File: src/rtl/fp_align_pkg.sv
// Shared types and constants for the FP32 adder alignment front end.
package fp_align_pkg;

  localparam int unsigned EW_C      = 8;
  localparam int unsigned MW_C      = 24;
  localparam int unsigned SAT_LIMIT = MW_C + 2;

  typedef enum logic [1:0] {
    StIdle,
    StDiff,
    StShift,
    StDone
  } state_e;

endpackage

File: src/rtl/Sub_Result.sv
// 8-bit magnitude subtractor: Out = |A - B - Cin|, b = borrow of A - B - Cin.
module Sub_Result (
  input  logic [7:0] A,
  input  logic [7:0] B,
  input  logic       Cin,
  output logic [7:0] Out,
  output logic       b
);

  logic [8:0] raw_w;

  always_comb begin
    raw_w = {1'b0, A} - {1'b0, B} - {8'b0, Cin};
    b     = raw_w[8];
    Out   = raw_w[8] ? (8'd0 - raw_w[7:0]) : raw_w[7:0];
  end

endmodule

File: src/rtl/fp_align_seq.sv
// Exponent compare / mantissa alignment sequencer for the FP32 adder front end.
// Optional sticky tracking is enabled with `define FP_ALIGN_STICKY_EN.
module fp_align_seq
  import fp_align_pkg::*;
#(
  parameter int unsigned MW         = MW_C,
  parameter int unsigned EW         = EW_C,
  parameter int unsigned SHIFT_STEP = 4
) (
  input  logic          clk,
  input  logic          rst,
  input  logic          in_valid,
  output logic          in_ready,
  input  logic [EW-1:0] exp_a,
  input  logic [EW-1:0] exp_b,
  input  logic [MW-1:0] man_a,
  input  logic [MW-1:0] man_b,
  output logic          out_valid,
  input  logic          out_ready,
  output logic [EW-1:0] exp_big,
  output logic [MW-1:0] man_big,
  output logic [MW+1:0] man_small,
  output logic          sticky,
  output logic          swapped,
  output logic          busy
);

  localparam logic [EW-1:0] StepC = EW'(SHIFT_STEP);

  state_e        state_q;
  logic [EW-1:0] ea_q, eb_q, exp_big_q, rem_q;
  logic [MW-1:0] ma_q, mb_q, man_big_q;
  logic [MW+1:0] small_q;
  logic          swapped_q, out_valid_q, in_ready_q, busy_q;

  logic [EW-1:0] diff_w;
  logic          borrow_w;
  logic [MW-1:0] man_small_in_w;
  logic          sat_w;
  logic [EW-1:0] k_w;
  logic [MW+1:0] small_d;

  Sub_Result u_sub (
    .A   (ea_q),
    .B   (eb_q),
    .Cin (1'b0),
    .Out (diff_w),
    .b   (borrow_w)
  );

  always_comb begin
    man_small_in_w = borrow_w ? ma_q : mb_q;
    sat_w          = 32'(diff_w) >= 32'(MW + 2);
    k_w            = (rem_q < StepC) ? rem_q : StepC;
    small_d        = small_q >> k_w;
  end

`ifdef FP_ALIGN_STICKY_EN
  logic          sticky_q;
  logic [MW+1:0] mask_w;
  logic          shifted_out_w;

  always_comb begin
    mask_w        = ~({(MW + 2){1'b1}} << k_w);
    shifted_out_w = |(small_q & mask_w);
  end

  assign sticky = sticky_q;
`else
  assign sticky = 1'b0;
`endif

  always_ff @(posedge clk) begin
    if (rst) begin
      state_q     <= StIdle;
      ea_q        <= '0;
      eb_q        <= '0;
      ma_q        <= '0;
      mb_q        <= '0;
      exp_big_q   <= '0;
      man_big_q   <= '0;
      small_q     <= '0;
      rem_q       <= '0;
      swapped_q   <= 1'b0;
      out_valid_q <= 1'b0;
      in_ready_q  <= 1'b1;
      busy_q      <= 1'b0;
`ifdef FP_ALIGN_STICKY_EN
      sticky_q    <= 1'b0;
`endif
    end else begin
      unique case (state_q)
        StIdle: begin
          if (in_valid) begin
            ea_q       <= exp_a;
            eb_q       <= exp_b;
            ma_q       <= man_a;
            mb_q       <= man_b;
            in_ready_q <= 1'b0;
            busy_q     <= 1'b1;
            state_q    <= StDiff;
          end
        end
        StDiff: begin
          swapped_q <= borrow_w;
          exp_big_q <= borrow_w ? eb_q : ea_q;
          man_big_q <= borrow_w ? mb_q : ma_q;
          rem_q     <= diff_w;
          if (diff_w == '0) begin
            small_q     <= {man_small_in_w, 2'b00};
            out_valid_q <= 1'b1;
            state_q     <= StDone;
`ifdef FP_ALIGN_STICKY_EN
            sticky_q    <= 1'b0;
`endif
          end else if (sat_w) begin
            small_q     <= '0;
            out_valid_q <= 1'b1;
            state_q     <= StDone;
`ifdef FP_ALIGN_STICKY_EN
            sticky_q    <= |man_small_in_w;
`endif
          end else begin
            small_q     <= {man_small_in_w, 2'b00};
            state_q     <= StShift;
`ifdef FP_ALIGN_STICKY_EN
            sticky_q    <= 1'b0;
`endif
          end
        end
        StShift: begin
          small_q <= small_d;
          rem_q   <= rem_q - k_w;
`ifdef FP_ALIGN_STICKY_EN
          sticky_q <= sticky_q | shifted_out_w;
`endif
          if (rem_q == k_w) begin
            out_valid_q <= 1'b1;
            state_q     <= StDone;
          end
        end
        StDone: begin
          if (out_ready) begin
            out_valid_q <= 1'b0;
            in_ready_q  <= 1'b1;
            busy_q      <= 1'b0;
            state_q     <= StIdle;
          end
        end
        default: state_q <= StIdle;
      endcase
    end
  end

  assign in_ready  = in_ready_q;
  assign out_valid = out_valid_q;
  assign busy      = busy_q;
  assign exp_big   = exp_big_q;
  assign man_big   = man_big_q;
  assign man_small = small_q;
  assign swapped   = swapped_q;

endmodule

File: config.mk
export PLATFORM = sky130hd
export DESIGN_NAME = fp_align_seq
export DESIGN_NICKNAME = d
export VERILOG_FILES = /design/src/rtl/fp_align_pkg.sv /design/src/rtl/Sub_Result.sv /design/src/rtl/fp_align_seq.sv
export SDC_FILE = /design/constraint.sdc
export NUM_CORES = 1
export LEC_CHECK = 0
export BUFFER_PORTS_ARGS = -buffer_cell sky130_fd_sc_hd__buf_2
export CORE_AREA = 2 2 126 128
export CTS_CLUSTER_DIAMETER = 150
export DETAILED_ROUTE_END_ITERATION = 7
export DIE_AREA = 0 0 128 130
export PLACE_DENSITY = 0.79
export RECOVER_POWER = 100
export REMOVE_ABC_BUFFERS = 1
export SYNTH_ARGS = -nofsm -noshare
export SYNTH_HDL_FRONTEND = slang
export SYNTH_SLANG_ARGS = --single-unit
File: constraint.sdc
create_clock -name clk -period 5.6 [get_ports clk]
set_clock_uncertainty 0.2 [all_clocks]
set_input_delay 0 -clock clk [delete_from_list [all_inputs] [get_ports clk]]
set_output_delay 0 -clock clk [all_outputs]
set_load 0.01 [all_outputs]
==> parameters.txt, run 1 <==
Parameter                              Value

Synth
  Main area contributors after synthesis    sky130_fd_sc_hd__dfxtp_1, sky130_fd_sc_hd__mux2i_1, sky130_fd_sc_hd__nand2_1
  Sequential share of the synthesized area    36.2%
  Number of storage elements in the synthesis netlist    between 100 and 150
  Leading register cell type out of synthesis    sky130_fd_sc_hd__dfxtp_1
  Leading area contributor after synthesis    sky130_fd_sc_hd__dfxtp_1
  Synthesized area per cell    8.29 µm²
  Number of cells produced by synthesis    907
  Number of synthesized flops with an enable pin    0
  Cell area after synthesis    0.00752 mm²
  Post-synthesis async set-or-reset flop share    0%
  Synthesis warning total    0
  Number of distinct library cells after synthesis    61
  Share of the synthesized area in the top cell type    36.2%

Drt
  Routed length on met2    9.89 mm
  Metal-1 WL    9.12 mm
  Number of nets still failing antenna checks after routing    0
  Final wirelength    20.3 mm
  Max layer used    met4
  Number of violations reported at the end of detailed-routing iteration 0    418
  Average wire length per cell after detail routing    15.7 µm
  # DRC    0
  Avg Vias per Cell    5.57
  Total met3 wirelength after detailed routing    916 µm
  TritonRoute pass-1 iters    5
  Vias after detailed routing    7230

Worst hold path
  Kind of path behind the tightest hold check    input pin to flop
  Source of the worst hold timing path    in_valid
  Hold path cells    5
  Worst hold endpoint    state_q[0]

Global routing
  Total track usage    24.3%
  Largest net degree at the start of global routing    77
  Wire length of the first global-routing pass    32.7 mm
  Vias in the first global route    6713
  Residual overflow from global routing    0
  Initial antenna violation count    0

Floorplan
  CORE AREA    between 0.015 and 0.02 mm²
  Num ports    131
  Die boundary width    128 µm
  Starting density of the core    48.8%
  Area enclosed by the die boundary    0.0166 mm²
  Row cnt    46
  Chip Height    130 µm

Critical path
  Flop-to-flop setup slack    0.94 ns
  Crit path arrival time    slightly below 5 ns
  Kind of critical path    flop to flop
  Crit-path max FO    65
  Kind of start point of the critical path    flop
  Reg2reg end    eb_q[3]
  Depth of the worst register-to-register path    6
  Launch point of the worst reg-to-reg path    state_q[0]
  Critical Path End Type    flop
  Crit path required time    5.77 ns

Cells and area
  End-of-flow core utilization    63.0%
  Non-filler cells, final    1298
  Post-layout net count    1177
  Ratio of cells with drive above 1 in the final layout    between 10% and 20%
  Design Area, Final    around 0.01 mm²
  Antenna Cells    0
  Area added between synthesis and finish    29.1%
  Most frequent standard cell in the layout excluding fill and tap cells    sky130_fd_sc_hd__nand2_1
  Commonest cells after routing, fill and taps aside    sky130_fd_sc_hd__nand2_1, sky130_fd_sc_hd__dfxtp_1, sky130_fd_sc_hd__dlygate4sd3_1

Clocking
  Clock tree from TritonCTS    done
  Root buffer cell    sky130_fd_sc_hd__clkbuf_16
  Clock latency on the worst-skew pair    0.43 ns
  H-tree levels    4
  Clock buffer count from CTS    17
  Clock transition at the register clock pins on the worst setup and hold paths after CTS    0.06 ns
  Maximum root-to-sink buffer count    2
  Resized Gates After CTS    0
  Clock net sink count    136

Power and ir drop
  Worst voltage drop across the vdd grid    0.000282 V
  Cell leakage power    3.92 nW
  Total power divided by cell area    621 mW/mm²

STA
  Shortest period the worst path allows    4.66 ns
  Hold Fails Final Rpt    0
  Summed negative setup slack over all endpoints    0 ns
  Final critical-path setup slack    0.935 ns
  Pins over their slew limit    199
  Slew margin rel.    -136%
  Final worst-path cycle share    83.3%
  Setup-failing EPs final    0
  Highest attainable clock frequency    214 MHz
  Worst-margin pin slew    3.54 ns
  RSZ-0062 raised after global routing    no

Placed design
  Final HPWL DP    11.6 mm
  Number of placed cells counting well taps    1160
  Post-placement setup slack    1.42 ns
  Total placed instance area    0.00814 mm²
  Weighted congestion reported at the end of routability-driven placement    0.810
  Number of port buffers    129

Run status
  Outcome    finished with violations
  Failing checks    capacitance limit, slew limit

Run
  Reported max-cap violation count    4
## synthesized netlist by cell type (6+ instances only)
library cell,number
sky130_fd_sc_hd__buf_2,11
sky130_fd_sc_hd__mux4_2,10
sky130_fd_sc_hd__nor3_1,9
sky130_fd_sc_hd__nand2_1,181
sky130_fd_sc_hd__xor2_1,6
sky130_fd_sc_hd__a211oi_1,62
sky130_fd_sc_hd__o21ai_0,16
sky130_fd_sc_hd__o31ai_1,6
sky130_fd_sc_hd__nor2_1,98
sky130_fd_sc_hd__clkbuf_1,52
sky130_fd_sc_hd__mux2_1,12
sky130_fd_sc_hd__mux2i_1,83
sky130_fd_sc_hd__a21oi_1,79
sky130_fd_sc_hd__ha_1,15
sky130_fd_sc_hd__dfxtp_1,136
sky130_fd_sc_hd__inv_1,16
sky130_fd_sc_hd__a32oi_1,21
sky130_fd_sc_hd__nand3_1,7
## cell type report
cell class	count	area [µm²]
Clock buffer	19	443
Clock inverter	13	168
Fill cell	1300	5710
Inverter	17	63.8
Multi-Input combinational cell	677	4380
Sequential cell	136	2720
Tap cell	192	240
Timing Repair Buffer	244	1690
## state kept, by name, summed over array words and instances, names as in the netlist
signal,flops
eb_q,8
state_q,2
ma_q,24
mb_q,24
in_ready,1
busy,1
rem_q,8
out_valid,1
ea_q,8
man_small,26
man_big,24
swapped,1
exp_big,8
## critical path: stages (launching register included)
cell	delay (ns)
sky130_fd_sc_hd__dfxtp_1	0.33
sky130_fd_sc_hd__inv_1	0.14
sky130_fd_sc_hd__ha_1	0.21
sky130_fd_sc_hd__and2_0	2.54
sky130_fd_sc_hd__nand2_1	0.34
sky130_fd_sc_hd__a21oi_1	0.26
sky130_fd_sc_hd__dlygate4sd3_1	0.56
## where the power goes
part / internal [mW] / switching (mW)
Combinational: 1.33 / 1.96
Clock: 0.717 / 0.455
Sequential: 1.27 / 0.294
## cells by family (layout without fill, tap and decap cells)
kind of cell             count (synthesis)  after routing  synth area share, %
AO/OA/AOI/OAI                          212            212                 19.0
XOR/XNOR                                14             14                 2.03
adder cells (fa/ha/maj)                 16             16                 2.76
buffers and inverters                   94            293                 5.74
flip-flops                             136            136                 36.2
multiplexers                           107            107                 16.2
other                                    2              2               0.0999
AND/OR/NAND/NOR                        326            326                 18.0
## per-layer routing
metal	up-vias	track usage (%)
li1	3576	-
met1	3425	31.0
met2	192	40.8
met3	37	4.92
met4	0	9.18
met5	-	0
## metrics by stage
step	power, mW	hold slack, ns
2_1_floorplan	3.98	-0.132
3_3_place_gp	4.63	0.0431
3_5_place_dp	4.70	0.0434
4_1_cts	6.00	0.0120
5_1_grt	6.44	0.0740
6_report	6.03	0.0188
## worst max-delay path by stage
stage	cells after the start	endpoint	startpoint	slack, ns
6_report	6	eb_q[3]	state_q[0]	0.94
5_1_grt	6	eb_q[5]	state_q[0]	0.53
4_1_cts	13	man_small[15]	ea_q[0]	1.28
3_5_place_dp	13	man_small[15]	ea_q[0]	1.42
3_3_place_gp	13	man_small[16]	ea_q[0]	1.53
2_1_floorplan	11	out_valid	ea_q[0]	-2.49
## repair_timing
item / CTS / global route
hold endpoints to repair: 86 / 0
hold buffers: 106 / 0
setup buffers: 0 / 0
(Power assumes the default switching activity.)
==> run 2, diff against run 1 <==
--- a/config.mk
+++ b/config.mk
@@ -5,12 +5,13 @@
 export SDC_FILE = /design/constraint.sdc
 export NUM_CORES = 1
 export LEC_CHECK = 0
+export ABC_AREA = 1
 export BUFFER_PORTS_ARGS = -buffer_cell sky130_fd_sc_hd__buf_2
 export CORE_AREA = 2 2 126 128
 export CTS_CLUSTER_DIAMETER = 150
 export DETAILED_ROUTE_END_ITERATION = 7
 export DIE_AREA = 0 0 128 130
-export PLACE_DENSITY = 0.79
+export PLACE_DENSITY = 0.81
 export RECOVER_POWER = 100
 export REMOVE_ABC_BUFFERS = 1
 export SYNTH_ARGS = -nofsm -noshare
==> constraint.sdc (replaced) <==
create_clock -name clk -period 4.1 [get_ports clk]
set_clock_uncertainty 0.2 [all_clocks]
set_input_delay 0 -clock clk [delete_from_list [all_inputs] [get_ports clk]]
set_output_delay 0 -clock clk [all_outputs]
set_load 0.01 [all_outputs]
==> parameters.txt, run 2 <==
Parameter                              Value

Clocking
  Maximum root-to-sink buffer count    2 (unchanged)
  Resized Gates After CTS    0 (unchanged)
  Count of buffers added by post-CTS timing repair for setup    0 (unchanged)
  Cts hold-fix bufs    68 (-36%)
  Clock buffer count from CTS    17 (unchanged)
  Clock tree from TritonCTS    done
  Clock net sink count    136 (unchanged)
  Clock latency on the worst-skew pair    0.42 ns (about the same)
  Clock transition at the register clock pins on the worst setup and hold paths after CTS    0.06 ns (about the same)
  H-tree levels    4 (unchanged)
  Root buffer cell    sky130_fd_sc_hd__clkbuf_16

Critical path
  Crit path arrival time    3.60 ns (-1.24 ns)
  Crit path required time    4.24 ns (-1.53 ns)
  Library cell contributing the largest single delay on the critical path    sky130_fd_sc_hd__nor2_4
  Depth of the worst register-to-register path    15 (+9)
  Crit-path cells    inv_1, ha_1, inv_1, fa_1, nand3_1, a21oi_1, nor2_4, nand3_1, nand2_1, nand3_2, nor2_4, nand2_1, nor2_4, nand2_1, a31oi_2
  Critical path's top delay family    simple AND/OR/NAND/NOR gates
  Crit-path max FO    24 (-63%)
  Critical Path End Type    flop
  Kind of start point of the critical path    flop
  WP buf/inv    2 (unchanged)
  Kind of critical path    flop to flop
  Total number of cells along the worst setup path    15 (+9)
  Max stage delay on crit path    0.53 ns (-2.01 ns)

Synth
  Dominant cell by count in the synthesized netlist    sky130_fd_sc_hd__nand2_1
  Leading register cell type out of synthesis    sky130_fd_sc_hd__dfxtp_1
  Main area contributors after synthesis    sky130_fd_sc_hd__dfxtp_1, sky130_fd_sc_hd__nand2_1, sky130_fd_sc_hd__o21ai_0
  Number of storage elements in the synthesis netlist    136 (unchanged)
  Cell area after synthesis    0.00750 mm² (-0.27%)
  Share of the synthesized area in the top cell type    36.3% (+0.097 points)
  Number of cells produced by synthesis    1116 (+23%)
  Synthesis warning total    0 (unchanged)
  Number of synthesized flops with an enable pin    0 (unchanged)
  Post-synthesis async set-or-reset flop share    0% (unchanged)
  Sequential share of the synthesized area    36.3% (+0.097 points)
  Number of distinct library cells after synthesis    36 (-41%)
  Synthesized area per cell    6.72 µm² (-19%)
  List of most frequent post-synthesis cells    sky130_fd_sc_hd__nand2_1, sky130_fd_sc_hd__nor2_1, sky130_fd_sc_hd__o21ai_0
  Leading area contributor after synthesis    sky130_fd_sc_hd__dfxtp_1

Drt
  Avg Vias per Cell    5.37 (-3.6%)
  TritonRoute pass-1 iters    5 (unchanged)
  Number of nets still failing antenna checks after routing    0 (unchanged)
  Vias after detailed routing    7895 (+9.2%)
  Number of violations reported at the end of detailed-routing iteration 0    581 (+39%)
  # DRC    0 (unchanged)
  Final wirelength    21.2 mm (+4.0%)
  Average wire length per cell after detail routing    14.4 µm (-8.2%)

STA
  Summed negative setup slack over all endpoints    0 ns (unchanged)
  Setup-failing EPs final    0 (unchanged)
  Slew margin rel.    -19.2% (+120 points)
  RSZ-0062 raised after global routing    no
  Worst-margin pin slew    1.79 ns (-1.75 ns)
  Final worst-path cycle share    84.4% (+1.1 points)
  Pins over their slew limit    56 (-72%)
  Highest attainable clock frequency    289 MHz (+35%)
  Hold Fails Final Rpt    0 (unchanged)
  Shortest period the worst path allows    3.46 ns (-1.21 ns)
  Final critical-path setup slack    0.642 ns (-0.294 ns)

Cells and area
  Flip-flop and latch area    0.00272 mm² (unchanged)
  Post-layout net count    1350 (+15%)
  Non-filler cells, final    1470 (+13%)
  Number of flip-flops in the largest register    26 (unchanged)
  Commonest cells after routing, fill and taps aside    sky130_fd_sc_hd__nand2_1, sky130_fd_sc_hd__nor2_1, sky130_fd_sc_hd__o21ai_0
  End-of-flow core utilization    59.7% (-3.3 points)
  Filler cells    1458 (+12%)
  Ratio of cells with drive above 1 in the final layout    11.7% (-0.20 points)
  Area of combinational cells with multiple inputs    0.00396 mm² (-9.6%)
  Antenna Cells    0 (unchanged)
  Area added between synthesis and finish    22.8%
  Most frequent standard cell in the layout excluding fill and tap cells    sky130_fd_sc_hd__nand2_1

Placed design
  Final HPWL DP    13.6 mm (+16%)
  Number of placed cells counting well taps    1371 (+18%)
  Number of port buffers    129 (unchanged)
  Weighted congestion reported at the end of routability-driven placement    0.959 (+18%)
  Post-placement setup slack    0.748 ns (-0.671 ns)

Global routing
  Wire length of the first global-routing pass    34.4 mm (+5.2%)
  Vias in the first global route    7404 (+10%)
  Total track usage    25.7% (+1.4 points)
  Initial antenna violation count    0 (unchanged)
  Largest net degree at the start of global routing    75 (-2.6%)
  Residual overflow from global routing    0 (unchanged)

Run status
  Failing checks    capacitance limit, slew limit
  Outcome    finished with violations

Power and ir drop
  Total power divided by cell area    827 mW/mm² (+33%)
  Cell leakage power    4.06 nW (+3.5%)
  Worst voltage drop across the vdd grid    0.000392 V (+39%)

Floorplan
  Row cnt    46 (unchanged)
  CORE AREA    0.0154 mm² (unchanged)
  Area enclosed by the die boundary    0.0166 mm² (unchanged)
  Starting density of the core    48.6% (-0.13 points)
  Num ports    131 (unchanged)
  Die boundary width    128 µm (unchanged)
  Chip Height    130 µm (unchanged)

Run
  Reported max-cap violation count    1 (-3)

Worst hold path
  Kind of path behind the tightest hold check    input pin to flop
  Hold path cells    4 (-1)
-- run 2: final cells by class --
cell class | instances | area share, %
tap | 192 | 2.61
clock inverter | 9 | 1.10
sequential | 136 | 29.6
clock buffer | 22 | 4.93
timing repair buffer | 206 | 14.1
inverter | 115 | 4.69
multi-input combinational | 790 | 43.0
-- run 2: final timing paths --
check            start            end  slack (ns)
max            ea_q[0]  man_small[13]        0.64
min          man_a[14]       ma_q[14]        0.17
min reg2reg    eb_q[2]        eb_q[2]        0.27
max reg2reg    ea_q[0]  man_small[13]        0.64
-- run 2: per-layer routing --
metal	share of wire, %	vias to the layer above	global-route usage, %
met3	5.9	54	4.80
li1	-	3962	-
met2	48	302	42.9
met1	43	3577	32.1
met4	3.2	0	12.5
met5	0	-	0
-- run 2: logic make-up after synthesis --
logic type	after synthesis	share of synthesized area, %
adder cells (fa/ha/maj)	16	2.77
buffers and inverters	190	10.3
XOR/XNOR	1	0.117
AND/OR/NAND/NOR	484	27.0
flip-flops	136	36.3
AO/OA/AOI/OAI	287	23.5
other	2	0.100
-- run 2: worst min-delay path, stage by stage --
cell and delay (ns):
sky130_fd_sc_hd__dlygate4sd3_1 0.51, sky130_fd_sc_hd__buf_2 0.09, sky130_fd_sc_hd__o21ai_0 0.07, sky130_fd_sc_hd__nor2_1 0.08
-- run 2: metrics by stage --
stage	power, mW	hold WS, ns	instance area [µm²]
finish	7.62	0.168	9210
global route	8.27	0.187	9210
CTS	7.71	0.148	9360
detailed placement	6.17	0.0551	8130
global placement	6.07	0.0516	8130
floorplan	4.98	-0.131	7160
-- run 2: report_power, final --
| group | leakage [nW] | switching (mW) | internal, mW |
|---|---|---|---|
| Sequential | 1.12 | 0.294 | 1.75 |
| Combinational | 2.66 | 2.86 | 1.25 |
| Clock | 0.273 | 0.561 | 0.902 |
==> run 3, diff against run 2 <==
--- a/config.mk
+++ b/config.mk
@@ -5,7 +5,7 @@
 export SDC_FILE = /design/constraint.sdc
 export NUM_CORES = 1
 export LEC_CHECK = 0
-export ABC_AREA = 1
+export ABC_AREA = 0
 export BUFFER_PORTS_ARGS = -buffer_cell sky130_fd_sc_hd__buf_2
 export CORE_AREA = 2 2 126 128
 export CTS_CLUSTER_DIAMETER = 150
==> constraint.sdc (replaced) <==
create_clock -name clk -period 2.9 [get_ports clk]
set_clock_uncertainty 0.2 [all_clocks]
set_input_delay 0 -clock clk [delete_from_list [all_inputs] [get_ports clk]]
set_output_delay 0 -clock clk [all_outputs]
set_load 0.01 [all_outputs]
==> parameters.txt, run 3 (synthesis results as in run 1) <==
Parameter                              Value

Run status
  Outcome    finished with violations
  Failing checks    setup timing

Floorplan
  Num ports    131 (unchanged)
  Area enclosed by the die boundary    0.0166 mm² (unchanged)
  Starting density of the core    48.8% (+0.13 points)
  Die boundary width    128 µm (unchanged)
  Row cnt    46 (unchanged)
  CORE AREA    0.0154 mm² (unchanged)
  Chip Height    130 µm (unchanged)

Power and ir drop
  Fraction of power spent switching nets    46.8% (-2.0 points)
  Total power draw    15.8 mW (+110%)
  Switching power    7.39 mW (+99%)
  Combinational share of power    66.2% (+12 points)
  Sequential share of power    19.9% (-6.9 points)
  Proportion of power drawn by the clock network    13.9% (-5.3 points)
  Internal portion of total power    8.40 mW (+120%)
  Worst voltage drop across the vdd grid    0.000809 V (+110%)
  Cell leakage power    4.54 nW (+12%)
  Total power divided by cell area    1420 mW/mm² (+71%)

Worst hold path
  Source of the worst hold timing path    man_b[5]
  Worst hold endpoint    mb_q[5]
  Kind of path behind the tightest hold check    input pin to flop
  Hold path cells    4 (unchanged)

Cells and area
  Ratio of cells with drive above 1 in the final layout    24.5% (+13 points)
  Commonest cells after routing, fill and taps aside    sky130_fd_sc_hd__nand2_1, sky130_fd_sc_hd__dfxtp_1, sky130_fd_sc_hd__dlygate4sd3_1
  Design Area, Final    0.0111 mm² (+21%)
  Number of flip-flops in the largest register    26 (unchanged)
  Area added between synthesis and finish    48.2%
  Most frequent standard cell in the layout excluding fill and tap cells    sky130_fd_sc_hd__nand2_1
  Post-layout net count    1263 (-6.4%)
  Antenna Cells    0 (unchanged)

STA
  Pins over their slew limit    0 (-100%)
  Final worst-path cycle share    120% (+35 points)
  Shortest period the worst path allows    3.47 ns (+0.0132 ns)
  Summed negative setup slack over all endpoints    -19.34 ns (-19.34 ns)
  Setup-failing EPs final    89 (+89)
  Highest attainable clock frequency    288 MHz (-0.38%)
  Final critical-path setup slack    -0.572 ns (-1.21 ns)
  Tightest hold margin    0.162 ns (-0.00590 ns)
  Hold Fails Final Rpt    0 (unchanged)
  Slew margin rel.    24.0% (+43 points)
  RSZ-0062 raised after global routing    yes
  Worst-margin pin slew    1.14 ns (-0.649 ns)

Drt
  Number of nets still failing antenna checks after routing    0 (unchanged)
  Avg Vias per Cell    6.22 (+16%)
  Number of violations reported at the end of detailed-routing iteration 0    1193 (+110%)
  TritonRoute pass-1 iters    6 (+1)
  Vias after detailed routing    8613 (+9.1%)
  Average wire length per cell after detail routing    20.9 µm (+45%)
  # DRC    0 (unchanged)
  Final wirelength    28.9 mm (+37%)

Placed design
  Weighted congestion reported at the end of routability-driven placement    0.862 (-10%)
  Number of port buffers    129 (unchanged)
  Total placed instance area    0.00854 mm² (+5.1%)
  Final HPWL DP    12.6 mm (-7.0%)

Global routing
  Total track usage    28.3% (+2.7 points)
  Initial antenna violation count    0 (unchanged)
  Residual overflow from global routing    0 (unchanged)
  Largest net degree at the start of global routing    64 (-15%)
  Wire length of the first global-routing pass    37.9 mm (+10%)
  Vias in the first global route    7604 (+2.7%)

Critical path
  Crit path arrival time    3.57 ns (-0.03 ns)
  Crit path required time    3.00 ns (-1.24 ns)
  Kind of critical path    flop to flop
  Reg2reg end    man_small[3]
  Launch point of the worst reg-to-reg path    ea_q[0]
  Critical Path End Type    flop
  Crit-path max FO    6 (-75%)
  Depth of the worst register-to-register path    17 (+2)
  Kind of start point of the critical path    flop
  Flop-to-flop setup slack    -0.57 ns (-1.21 ns)

Clocking
  Clock tree from TritonCTS    done
  H-tree levels    4 (unchanged)
  Clock transition at the register clock pins on the worst setup and hold paths after CTS    0.06 ns (about the same)
  Maximum root-to-sink buffer count    2 (unchanged)
  Clock buffer count from CTS    17 (unchanged)
  Clock net sink count    136 (unchanged)
  Clock latency on the worst-skew pair    0.43 ns (about the same)
  Root buffer cell    sky130_fd_sc_hd__clkbuf_16

Run
  Reported max-cap violation count    0 (-1)
run 3: through the flow:
stage / cells / util (%) / setup WS [ns]
2_1_floorplan: 830 / - / -5.19
3_3_place_gp: 1202 / 55.4 / -0.294
3_5_place_dp: 1202 / 55.4 / -0.395
4_1_cts: 1363 / 69.2 / -0.317
5_1_grt: 1384 / 72.3 / -0.613
6_report: 1384 / 72.3 / -0.572
run 3: worst max-delay path, cell delays in order (launching register included):
cell                       delay [ns]
sky130_fd_sc_hd__dfxtp_2         0.33
sky130_fd_sc_hd__inv_2           0.08
sky130_fd_sc_hd__ha_4            0.15
sky130_fd_sc_hd__inv_2           0.04
sky130_fd_sc_hd__fa_2            0.40
sky130_fd_sc_hd__a211oi_4        0.26
sky130_fd_sc_hd__buf_4           0.15
sky130_fd_sc_hd__o21ai_2         0.07
sky130_fd_sc_hd__a31oi_4         0.29
sky130_fd_sc_hd__buf_4           0.17
sky130_fd_sc_hd__buf_6           0.09
sky130_fd_sc_hd__o41ai_2         0.06
sky130_fd_sc_hd__nand4_1         0.20
sky130_fd_sc_hd__o41ai_4         0.14
sky130_fd_sc_hd__buf_6           0.17
sky130_fd_sc_hd__buf_16          0.15
sky130_fd_sc_hd__a32oi_4         0.28
sky130_fd_sc_hd__a211oi_2        0.11
run 3: timing repair:
item                                   CTS  global route
setup endpoints to repair               41            54
cloned                                   5             3
resized for setup                       44            71
hold buffers                           108             0
buffers inserted                        17            25
pin swaps                               36            47
endpoints found under the hold margin   85             0
run 3: area by class of cell:
class	count	area (µm²)
clock buffers	19	443
clock inverters	13	146
fillers	972	4280
inverters	17	63.8
multi-input cells	677	4890
flip-flops and latches	136	2730
well taps	192	240
repair buffers	330	2640
run 3: layer usage:
layer  part of all wire (%)  track usage [%]
met2                     46             47.6
met5                      0                0
met4                    6.4             13.9
met3                     11             6.03
met1                     37             34.7
run 3: how the worst max path moves through the flow:
stage,startpoint,to,slack [ns],cells after the start
final,ea_q[0],man_small[3],-0.57,17
after CTS,ea_q[0],out_valid,-0.32,13
after floorplan,ea_q[0],out_valid,-5.19,11
after global routing,ea_q[0],man_small[3],-0.61,17
after global placement,ea_q[0],man_small[3],-0.29,13
after detailed placement,ea_q[0],man_small[3],-0.39,13
run 3: power by group through the flow:
stage / Sequential, mW / Clock [mW] / Combinational, mW
floorplan: 3.12 / 0 / 4.02
global placement: 3.02 / 0 / 6.64
detailed placement: 3.04 / 0 / 6.79
CTS: 3.01 / 2.18 / 8.27
global route: 3.18 / 2.27 / 10.8
finish: 3.14 / 2.19 / 10.5
